File: src/rtl/cpu_pkg.sv
// -----------------------------------------------------------------------------
// cpu_pkg
// Shared constants for the multicycle RISC-V teaching CPU control path:
//   - opcode constants (same values as the single-cycle decoder)
//   - ALUOp codes and ALU B-operand select codes
//   - controller state codes plus the state enum built from them
//   - the registered control-word struct and its per-state decode function
// No ports (package).
// -----------------------------------------------------------------------------
package cpu_pkg;

    // Opcode field values (IR[6:0])
    localparam logic [6:0] OP_RTYPE = 7'b0110011;
    localparam logic [6:0] OP_LD    = 7'b0000011;
    localparam logic [6:0] OP_SD    = 7'b0100011;
    localparam logic [6:0] OP_BEQ   = 7'b1100011;

    // ALUOp codes
    localparam logic [1:0] ALUOP_ADD   = 2'b00;
    localparam logic [1:0] ALUOP_SUB   = 2'b01;
    localparam logic [1:0] ALUOP_FUNCT = 2'b10;

    // ALU B-operand select codes
    localparam logic [1:0] SRCB_REG  = 2'b00;
    localparam logic [1:0] SRCB_FOUR = 2'b01;
    localparam logic [1:0] SRCB_IMM  = 2'b10;

    // Controller state codes (visible on the debug port)
    localparam logic [3:0] S_IDLE      = 4'd0;
    localparam logic [3:0] S_FETCH     = 4'd1;
    localparam logic [3:0] S_DECODE    = 4'd2;
    localparam logic [3:0] S_MEM_ADDR  = 4'd3;
    localparam logic [3:0] S_MEM_READ  = 4'd4;
    localparam logic [3:0] S_MEM_WB    = 4'd5;
    localparam logic [3:0] S_MEM_WRITE = 4'd6;
    localparam logic [3:0] S_EXEC_R    = 4'd7;
    localparam logic [3:0] S_R_WB      = 4'd8;
    localparam logic [3:0] S_BRANCH    = 4'd9;
    localparam logic [3:0] S_HALT      = 4'd10;

    typedef enum logic [3:0] {
        ST_IDLE      = S_IDLE,
        ST_FETCH     = S_FETCH,
        ST_DECODE    = S_DECODE,
        ST_MEM_ADDR  = S_MEM_ADDR,
        ST_MEM_READ  = S_MEM_READ,
        ST_MEM_WB    = S_MEM_WB,
        ST_MEM_WRITE = S_MEM_WRITE,
        ST_EXEC_R    = S_EXEC_R,
        ST_R_WB      = S_R_WB,
        ST_BRANCH    = S_BRANCH,
        ST_HALT      = S_HALT
    } state_e;

    // Registered control word. fetch_strobe is the unqualified FETCH
    // ir_write/pc_write request; the top ANDs it with mem_ready.
    typedef struct packed {
        logic       fetch_strobe;
        logic       pc_write_cond;
        logic       i_or_d;
        logic       mem_read;
        logic       mem_write;
        logic       mem_to_reg;
        logic       reg_write;
        logic       alu_src_a;
        logic       pc_source;
        logic [1:0] alu_src_b;
        logic [1:0] alu_op;
        logic       busy;
        logic       illegal;
    } ctrl_t;

    // Moore decode: everything not named for a state stays 0.
    function automatic ctrl_t decode_state(input state_e s);
        ctrl_t c;
        c = '0;
        c.busy = (s != ST_IDLE) && (s != ST_HALT);
        case (s)
            ST_FETCH: begin
                c.fetch_strobe = 1'b1;
                c.mem_read     = 1'b1;
                c.alu_src_b    = SRCB_FOUR;
                c.alu_op       = ALUOP_ADD;
            end
            ST_DECODE: begin
                // ALUOut = PC + imm, the branch target
                c.alu_src_b = SRCB_IMM;
                c.alu_op    = ALUOP_ADD;
            end
            ST_MEM_ADDR: begin
                c.alu_src_a = 1'b1;
                c.alu_src_b = SRCB_IMM;
                c.alu_op    = ALUOP_ADD;
            end
            ST_MEM_READ: begin
                c.mem_read = 1'b1;
                c.i_or_d   = 1'b1;
            end
            ST_MEM_WB: begin
                c.reg_write  = 1'b1;
                c.mem_to_reg = 1'b1;
            end
            ST_MEM_WRITE: begin
                c.mem_write = 1'b1;
                c.i_or_d    = 1'b1;
            end
            ST_EXEC_R: begin
                c.alu_src_a = 1'b1;
                c.alu_src_b = SRCB_REG;
                c.alu_op    = ALUOP_FUNCT;
            end
            ST_R_WB: begin
                c.reg_write = 1'b1;
            end
            ST_BRANCH: begin
                c.pc_write_cond = 1'b1;
                c.alu_src_a     = 1'b1;
                c.alu_src_b     = SRCB_REG;
                c.alu_op        = ALUOP_SUB;
                c.pc_source     = 1'b1;
            end
            ST_HALT: begin
                c.illegal = 1'b1;
            end
            default: ;
        endcase
        return c;
    endfunction

endpackage

File: src/rtl/perf_counters.sv
// -----------------------------------------------------------------------------
// perf_counters
// Cycle and retired-instruction counters for the multicycle controller.
// Only instantiated when MULTICYCLE_CONTROL_PERF_CNT_EN is defined.
// Ports:
//   clk, rst     clock, asynchronous active-high reset
//   busy         controller is in a working state this cycle
//   instr_done   an instruction retires at the end of this cycle
//   cycle_cnt    count of busy cycles (wraps)
//   instr_cnt    count of retired instructions (wraps)
// -----------------------------------------------------------------------------
module perf_counters #(
    parameter int CNT_W = 32
) (
    input  logic             clk,
    input  logic             rst,
    input  logic             busy,
    input  logic             instr_done,
    output logic [CNT_W-1:0] cycle_cnt,
    output logic [CNT_W-1:0] instr_cnt
);

    logic [CNT_W-1:0] cycle_cnt_q, cycle_cnt_d;
    logic [CNT_W-1:0] instr_cnt_q, instr_cnt_d;

    always_comb begin
        cycle_cnt_d = cycle_cnt_q;
        instr_cnt_d = instr_cnt_q;
        if (busy) begin
            cycle_cnt_d = cycle_cnt_q + 1'b1;
        end
        if (instr_done) begin
            instr_cnt_d = instr_cnt_q + 1'b1;
        end
    end

    always_ff @(posedge clk or posedge rst) begin
        if (rst) begin
            cycle_cnt_q <= '0;
            instr_cnt_q <= '0;
        end else begin
            cycle_cnt_q <= cycle_cnt_d;
            instr_cnt_q <= instr_cnt_d;
        end
    end

    assign cycle_cnt = cycle_cnt_q;
    assign instr_cnt = instr_cnt_q;

endmodule

File: src/rtl/multicycle_control.sv
// -----------------------------------------------------------------------------
// multicycle_control
// Moore main controller for the multicycle RISC-V teaching CPU. Sequences the
// shared ALU, unified memory, IR and register file for R-format, ld, sd and
// beq. Unknown opcodes park the controller in HALT until reset.
//
// Optional feature: define MULTICYCLE_CONTROL_PERF_CNT_EN to add the
// cycle_cnt / instr_cnt performance counter outputs.
//
// Ports:
//   clk, rst           clock, asynchronous active-high reset
//   run                leave IDLE / continue at instruction boundaries
//   opcode             IR[6:0], valid from DECODE onward
//   mem_ready          memory completes the current access this cycle
//   pc_write .. pc_source, alu_src_b, alu_op   datapath strobes/selects
//   busy               high in every state except IDLE and HALT
//   illegal            high in HALT
//   state              current state code (debug)
//   cycle_cnt, instr_cnt  performance counters (feature macro only)
// -----------------------------------------------------------------------------
module multicycle_control
    import cpu_pkg::*;
#(
    parameter int OPCODE_W = 7,
    parameter int STATE_W  = 4,
    parameter int CNT_W    = 32
) (
    input  logic                clk,
    input  logic                rst,
    input  logic                run,
    input  logic [OPCODE_W-1:0] opcode,
    input  logic                mem_ready,
    output logic                pc_write,
    output logic                pc_write_cond,
    output logic                i_or_d,
    output logic                mem_read,
    output logic                mem_write,
    output logic                ir_write,
    output logic                mem_to_reg,
    output logic                reg_write,
    output logic                alu_src_a,
    output logic                pc_source,
    output logic [1:0]          alu_src_b,
    output logic [1:0]          alu_op,
    output logic                busy,
    output logic                illegal,
    output logic [STATE_W-1:0]  state
`ifdef MULTICYCLE_CONTROL_PERF_CNT_EN
    ,
    output logic [CNT_W-1:0]    cycle_cnt,
    output logic [CNT_W-1:0]    instr_cnt
`endif
);

    localparam logic [OPCODE_W-1:0] OPC_RTYPE = OPCODE_W'(OP_RTYPE);
    localparam logic [OPCODE_W-1:0] OPC_LD    = OPCODE_W'(OP_LD);
    localparam logic [OPCODE_W-1:0] OPC_SD    = OPCODE_W'(OP_SD);
    localparam logic [OPCODE_W-1:0] OPC_BEQ   = OPCODE_W'(OP_BEQ);

    // Counter width must be positive; the empty block only elaborates on a
    // bad configuration and keeps CNT_W referenced in every build.
    if (CNT_W < 1) begin : g_bad_cnt_w
    end

    state_e state_q, state_d;
    ctrl_t  ctrl_q;

    // Instruction boundary: continue fetching only while run is held.
    function automatic state_e boundary_next(input logic r);
        return r ? ST_FETCH : ST_IDLE;
    endfunction

    always_comb begin
        state_d = state_q;
        case (state_q)
            ST_IDLE:      state_d = boundary_next(run);
            ST_FETCH:     if (mem_ready) state_d = ST_DECODE;
            ST_DECODE: begin
                if (opcode == OPC_RTYPE) begin
                    state_d = ST_EXEC_R;
                end else if ((opcode == OPC_LD) || (opcode == OPC_SD)) begin
                    state_d = ST_MEM_ADDR;
                end else if (opcode == OPC_BEQ) begin
                    state_d = ST_BRANCH;
                end else begin
                    state_d = ST_HALT;
                end
            end
            // Only ld/sd reach here and the IR is stable, so one compare suffices.
            ST_MEM_ADDR:  state_d = (opcode == OPC_LD) ? ST_MEM_READ : ST_MEM_WRITE;
            ST_MEM_READ:  if (mem_ready) state_d = ST_MEM_WB;
            ST_MEM_WB:    state_d = boundary_next(run);
            ST_MEM_WRITE: if (mem_ready) state_d = boundary_next(run);
            ST_EXEC_R:    state_d = ST_R_WB;
            ST_R_WB:      state_d = boundary_next(run);
            ST_BRANCH:    state_d = boundary_next(run);
            ST_HALT:      state_d = ST_HALT;
            default:      state_d = ST_IDLE;   // unused codes 11-15 recover
        endcase
    end

    // Outputs are registered by decoding the next state, so the control word
    // always matches state_q and is all-zero out of reset.
    always_ff @(posedge clk or posedge rst) begin
        if (rst) begin
            state_q <= ST_IDLE;
            ctrl_q  <= '0;
        end else begin
            state_q <= state_d;
            ctrl_q  <= decode_state(state_d);
        end
    end

    // FETCH strobes fire only in the cycle the memory access completes, so
    // the IR is loaded and PC+4 written exactly once.
    assign ir_write      = ctrl_q.fetch_strobe & mem_ready;
    assign pc_write      = ctrl_q.fetch_strobe & mem_ready;
    assign pc_write_cond = ctrl_q.pc_write_cond;
    assign i_or_d        = ctrl_q.i_or_d;
    assign mem_read      = ctrl_q.mem_read;
    assign mem_write     = ctrl_q.mem_write;
    assign mem_to_reg    = ctrl_q.mem_to_reg;
    assign reg_write     = ctrl_q.reg_write;
    assign alu_src_a     = ctrl_q.alu_src_a;
    assign pc_source     = ctrl_q.pc_source;
    assign alu_src_b     = ctrl_q.alu_src_b;
    assign alu_op        = ctrl_q.alu_op;
    assign busy          = ctrl_q.busy;
    assign illegal       = ctrl_q.illegal;
    assign state         = STATE_W'(state_q);

`ifdef MULTICYCLE_CONTROL_PERF_CNT_EN
    logic instr_done;

    // An instruction retires on the edge that leaves its final state.
    assign instr_done = (state_q == ST_MEM_WB) || (state_q == ST_R_WB) ||
                        (state_q == ST_BRANCH) ||
                        ((state_q == ST_MEM_WRITE) && mem_ready);

    perf_counters #(
        .CNT_W (CNT_W)
    ) u_perf_counters (
        .clk        (clk),
        .rst        (rst),
        .busy       (ctrl_q.busy),
        .instr_done (instr_done),
        .cycle_cnt  (cycle_cnt),
        .instr_cnt  (instr_cnt)
    );
`endif

endmodule

File: config.mk
export PLATFORM = sky130hd
export DESIGN_NAME = multicycle_control
export DESIGN_NICKNAME = d
export VERILOG_FILES = /design/src/rtl/cpu_pkg.sv /design/src/rtl/perf_counters.sv /design/src/rtl/multicycle_control.sv
export SDC_FILE = /design/constraint.sdc
export NUM_CORES = 1
export LEC_CHECK = 0
export CORE_AREA = 2 2 44 62
export DETAILED_ROUTE_END_ITERATION = 8
export DIE_AREA = 0 0 46 64
export GPL_TIMING_DRIVEN = 0
export PLACE_DENSITY = 0.79
export SLEW_MARGIN = 30
export SYNTH_ARGS = -nofsm -noshare
export SYNTH_HDL_FRONTEND = slang
export SYNTH_SLANG_ARGS = --single-unit
File: constraint.sdc
create_clock -name clk -period 1.6 [get_ports clk]
set_input_delay 0.16 -clock clk [delete_from_list [all_inputs] [get_ports clk]]
set_output_delay 0.16 -clock clk [all_outputs]
set_load 0.1 [all_outputs]
=== Word-level counts from Yosys, hierarchy flattened ===
Index checks and enable logic that the tools add are counted.

* Flip-flop bits (word level): 18
* Bits of input ports: 11
* Output and inout bits: 20

* Eq/ne operators: 25
* Mux-type cells: 19
* Bitwise operators: 1
* Reductions and logical operators: 10

{| class="wikitable"
|+ Operator list
! cell !! number
|-
| equality test 4 x 3 -> 1 bit (second input constant) || 8
|-
| one-hot mux 4 bit (8 select lines) || 1
|-
| equality test 4 bit (second input constant) || 6
|-
| two-way mux 4 bit || 5
|-
| equality test 4 x 2 -> 1 bit (second input constant) || 4
|-
| one-hot mux 4 bit (4 select lines) || 1
|-
| equality test 7 x 6 -> 1 bit (second input constant) || 2
|-
| two-way mux 1 bit || 10
|-
| equality test 4 x 1 -> 1 bit (second input constant) || 2
|-
| OR reduction 2 bit || 4
|-
| equality test 7 x 2 -> 1 bit (second input constant) || 1
|-
| equality test 7 bit (second input constant) || 1
|-
| zero test 4 bit || 1
|-
| two-way mux 2 bit || 2
|-
| != test 4 bit (second input constant) || 1
|-
| nonzero test 4 bit || 1
|-
| OR reduction 4 bit || 1
|-
| OR reduction 3 bit || 1
|-
| AND 1 bit || 1
|-
| logical AND 1 bit || 1
|-
| logical OR 1 bit || 1
|}

=== Depth between registers and ports, before layout ===
Gate-level depths: netlist (run 1).

* Word-level depth: 8
* Depth in mapped cells: 6
* Mapped depth without buffers: 5

=== Worst setup path before layout (run 1) ===
OpenSTA, ideal clock, no wires.

* Kind: register -> register
* From: reg state_q[3], in the netlist state[3]
* To: reg ctrl_q, in the netlist mem_read
* Setup time: 0.119 ns
* Arrival time: 2.223 ns
* Data required time: 1.481 ns
* Slack: -0.742 ns
* Cell stages (with the launch flop): 7
* Buffers on the path: 1
* Clock period less this slack: 2.342 ns
* Cells stage by stage: dfrtp_1 -> buf_2 -> nor2b_1 -> nor4b_1 -> nor4_4 -> nor2b_4 -> o21ba_1

* Cells in the longest elaborated chain, start to end: 6

{| class="wikitable"
|+ RTL lines
! what !! RTL line !! text
|-
| from (decl) || multicycle_control.sv:65 || <nowiki>state_e state_q, state_d;</nowiki>
|-
| from (signal assigned) || multicycle_control.sv:109 || <nowiki>state_q <= state_d;</nowiki>
|-
| equality test 4 bit (tied with other cells) || multicycle_control.sv:75 || <nowiki>case (state_q)</nowiki>
|-
| OR reduction 4 bit (no line) || -- ||
|-
| one-hot mux 4 bit (8 select lines) * || multicycle_control.sv:75 ||
|-
| equality test 4 x 3 -> 1 bit or equality test 4 x 1 -> 1 bit (tied branches) || cpu_pkg.sv:78 || <nowiki>case (s)</nowiki>
|-
| OR reduction 2 bit (no line) * || -- ||
|-
| two-way mux 1 bit * || cpu_pkg.sv:78 ||
|-
| to (signal assigned) || multicycle_control.sv:110 || <nowiki>ctrl_q <= decode_state(state_d);</nowiki>
|-
| to (decl) || multicycle_control.sv:66 || <nowiki>ctrl_t ctrl_q;</nowiki>
|}

Every way passes the cells marked *; elsewhere a longest branch is shown, timed or not.

=== Worst setup path in the final report (run 1) ===
* From: reg state_q[2], in the netlist state[2]
* To: reg ctrl_q, in the netlist mem_read

Same word-level chain as after synthesis.

==> results of run 1 <==
routing by layer:
layer	wire length (um)	vias to the layer above
met3	78	7
li1	-	390
met1	1030	398
met5	0	-
met2	1410	26
met4	74	0
final timing paths:
path / startpoint / endpoint / cells past startpoint
setup / recovery: state[2]$_DFF_PP0_ / mem_read$_DFF_PP0_ / 5
hold / removal: rst / reg_write$_DFF_PP0_ / 2
setup reg to reg: state[2]$_DFF_PP0_ / mem_read$_DFF_PP0_ / 5
hold reg to reg: state[3]$_DFF_PP0_ / mem_to_reg$_DFF_PP0_ / 3
max in group asynchronous: rst / state[3]$_DFF_PP0_ / 2
min in group clk: state[3]$_DFF_PP0_ / mem_to_reg$_DFF_PP0_ / 3
final cells by class:
cell class                      instances  area (um^2)
Timing Repair Buffer                   45          415
Multi-Input combinational cell         50          563
Tap cell                               23         28.8
Clock buffer                            4         26.3
Buffer                                  9         92.6
Fill cell                             177          772
Inverter                                7         26.3
Sequential cell                        17          440
cell usage after synthesis:
master / instances
sky130_fd_sc_hd__a2111oi_0: 1
sky130_fd_sc_hd__a2111oi_4: 1
sky130_fd_sc_hd__a21bo_2: 1
sky130_fd_sc_hd__a21oi_2: 1
sky130_fd_sc_hd__a22o_1: 1
sky130_fd_sc_hd__a22oi_1: 1
sky130_fd_sc_hd__a31oi_1: 1
sky130_fd_sc_hd__and2_1: 1
sky130_fd_sc_hd__and2b_1: 1
sky130_fd_sc_hd__and3_1: 2
sky130_fd_sc_hd__and3b_1: 1
sky130_fd_sc_hd__and4bb_2: 1
sky130_fd_sc_hd__buf_2: 2
sky130_fd_sc_hd__buf_4: 6
sky130_fd_sc_hd__clkbuf_1: 1
sky130_fd_sc_hd__dfrtp_1: 17
sky130_fd_sc_hd__inv_1: 7
sky130_fd_sc_hd__mux2i_1: 2
sky130_fd_sc_hd__nand2_1: 5
sky130_fd_sc_hd__nand3b_1: 1
sky130_fd_sc_hd__nand4bb_1: 1
sky130_fd_sc_hd__nor2_1: 4
sky130_fd_sc_hd__nor2b_1: 7
sky130_fd_sc_hd__nor2b_4: 1
sky130_fd_sc_hd__nor3_1: 3
sky130_fd_sc_hd__nor4_1: 2
sky130_fd_sc_hd__nor4_2: 1
sky130_fd_sc_hd__nor4_4: 1
sky130_fd_sc_hd__nor4b_1: 1
sky130_fd_sc_hd__o21ai_1: 1
sky130_fd_sc_hd__o21ba_1: 1
sky130_fd_sc_hd__o221ai_2: 1
sky130_fd_sc_hd__o22a_1: 1
sky130_fd_sc_hd__o22ai_1: 1
sky130_fd_sc_hd__o311ai_1: 1
sky130_fd_sc_hd__or2_1: 1
sky130_fd_sc_hd__or3b_4: 1
kinds of logic after synthesis:
group	count (synthesis)	share of synthesized area, %
flops	17	46.9
compound gates	13	14.5
mux	2	2.21
buf+inv	16	9.38
simple gates	35	27.0
metrics by stage:
stage,cells,hold WS (ps)
2_1_floorplan,83,86.2
4_1_cts,150,261
6_report,155,243
5_1_grt,155,307
3_3_place_gp,136,569
3_5_place_dp,136,578
power breakdown:
| part | total, mW | internal [mW] | switching, mW |
|---|---|---|---|
| clock network | 0.234 | 0.0971 | 0.137 |
| logic | 2.62 | 0.894 | 1.73 |
| registers | 0.650 | 0.579 | 0.0702 |
| total | 3.51 | 1.57 | 1.94 |
timing repair:
action / 4_1_cts / 5_1_grt
endpoints found under the hold margin: 0 / 0
endpoints found under the setup margin: 31 / 15
buffers inserted: 10 / 5
pin swaps: 2 / 8
resized for setup: 71 / 27
cloned: 0 / 0
==> impl.org, run 1 <==
** Run status
- Result of the run :: finished, violations left
- Violated checks :: setup timing

** Die
- Total core area :: 2360 um^2
- Top Ports :: 31
- For this configuration, the core starts out at a cell density of 38.4%.
- Overall die height :: 64 um
- Die outline area :: 2940 um^2
- Std-Cell Rows :: 21
- From left edge to right edge, the die measures 46 um.

** Global route
- Met2 routing resource usage after global routing :: 28.0%
- The initial antenna violation count is 0.
- Vias in the first global route :: 792
- The first global-routing pass estimated 3500 um of wire.
- Entering global routing, the biggest net connects 18 pins.
- Met3 usage in global routing :: 2.54%
- met2 is the most crowded layer.
- For this run, the total global-route usage over all layers was measured as 16.6%.
- Summed over all layers, the global routing overflow is 0.
- In the global route stage, met1 resource usage came out at 19.2%.

** Clock tree
- CTS saw 17 sinks.
- Buffers inserted to repair hold after CTS numbered 0.
- Worst-skew pair later-pin latency :: 300 ps
- CTS built an H-tree with a depth of 1.
- CTS max path bufs :: 2
- TritonCTS built the clock tree.
- Buffer cell driving the clock tree root :: sky130_fd_sc_hd__clkbuf_4
- In this run, CTS created clock tree buffers numbering 3.
- Clock-pin slew was measured on the worst setup and hold paths at 100 ps.

** Timing
- At the pin with the least slew margin, the transition time is 945 ps.
- Across the routed clock network, the largest skew measured is 7.67 ps.
- Setup violations remaining at the end of the flow were counted as 12.
- Max-slew violations :: 0
- Setup ws final :: -238 ps
- Headroom to the max-slew limit came out at 37.2%.
- Accumulated negative setup slack :: -1430 ps
- Min Clock Period, post-route :: 1840 ps
- Final hold viol count :: 0
- Period utilization :: 115%
- Setup repair after global routing could not meet its margin everywhere.
- Maximum achievable frequency :: 544 MHz

** Power
- Power per cell area :: 2200 nW/um^2
- IR analysis of the VDD net gives a maximum drop of 1480 uV.
- The design draws 3.51 mW.
- In this run the static leakage power is 0.691 nW.

** Layout
- Flip-flop count of the largest register after layout :: 4
- Leaving out fill and tap cells, the most frequent cell in the layout is sky130_fd_sc_hd__buf_4.
- Post-layout nets :: 144
- Layout area overhead :: 75.6%
- In the layout the commonest cells are sky130_fd_sc_hd__buf_4 (20), sky130_fd_sc_hd__clkdlybuf4s15_2 (14), sky130_fd_sc_hd__dfrtp_1 (13), sky130_fd_sc_hd__clkdlybuf4s50_1 (10), sky130_fd_sc_hd__inv_1 (6).
- Share of final-layout standard cells stronger than drive strength 1 :: 60.6%
- Final core occ :: 67.4%
- 0 antenna diodes ended up in the layout.
- Summing all non-filler instances in the final layout gives an area of 1590 um^2.

** Worst setup path
- For the worst setup path, the data required time is 1840 ps.
- Startpoint Class :: flip-flop
- Data arrival, critical path :: 2070 ps
- Cell-by-cell trace of the critical path :: or3b_4, nor4_2, a21oi_2, nor2b_4, o21ba_1
- Critical path buffer and inverter count :: 0
- The largest individual stage delay along the critical path comes from the cell sky130_fd_sc_hd__dfrtp_4.
- Category of the critical setup timing path :: flip-flop to flip-flop
- Critical path peak fanout :: 7
- STA classifies the critical path endpoint as a flip-flop.
- Crit-path leading delay family :: simple AND/OR/NAND/NOR gates
- Highest cell delay on the worst timing path :: 530 ps
- Register-to-register setup slack :: -240 ps

** Placement
- The placed instances occupy a cell area of 1270 um^2.
- Routability-driven placement finished with a final weighted congestion of 0.782.
- After legalization and detailed placement, the total HPWL measured 1420 um.
- Placement-stage worst setup slack :: -679 ps
- During placement, the flow inserted port buffers numbering 30.

** Synthesis
- Largest area contributor in the netlist :: sky130_fd_sc_hd__dfrtp_1
- The average instance in the mapped netlist occupies 10.9 um^2.
- The Yosys step of the flow raised 0 warnings.
- After synthesis the netlist holds a flip-flop and latch count of 17.
- The number of nets in the synthesized netlist is 94.
- Instance count of the mapped netlist :: 83
- The synthesized netlist contains 37 unique library cells.
- In the post-synthesis netlist, the biggest area contributors are sky130_fd_sc_hd__dfrtp_1 (47%), sky130_fd_sc_hd__buf_4 (5.0%), sky130_fd_sc_hd__nor2b_1 (4.8%).
- Sequential share of the synthesized area :: 46.9%
- Area of the mapped netlist :: 907 um^2
- Proportion of netlist area held by the largest area contributor :: 46.9%

** Route
- Vias per std cell :: 5.30
- Post-DR wirelength/cell :: 16.7 um
- The detail route stage leaves a number of antenna-violating nets equal to 0.
- Drc violations :: 0
- Initial drt markers :: 14
- DRT Pass-1 Iters :: 6
- The routed layout has 821 vias.
- Wires add up to 2590 um.

** Worst hold path
- Min-delay worst type :: input port to async pin

** Flow run
- The tool flagged a number of max-cap violations equal to 0.
Note: power is estimated with default switching activity, not from simulation.
==> inputs of run 2 (changes only) <==
CAP_MARGIN = 5   (was not set)
==> results of run 2 <==
The final DEF is identical to that of run 1; final timing and power are the same.
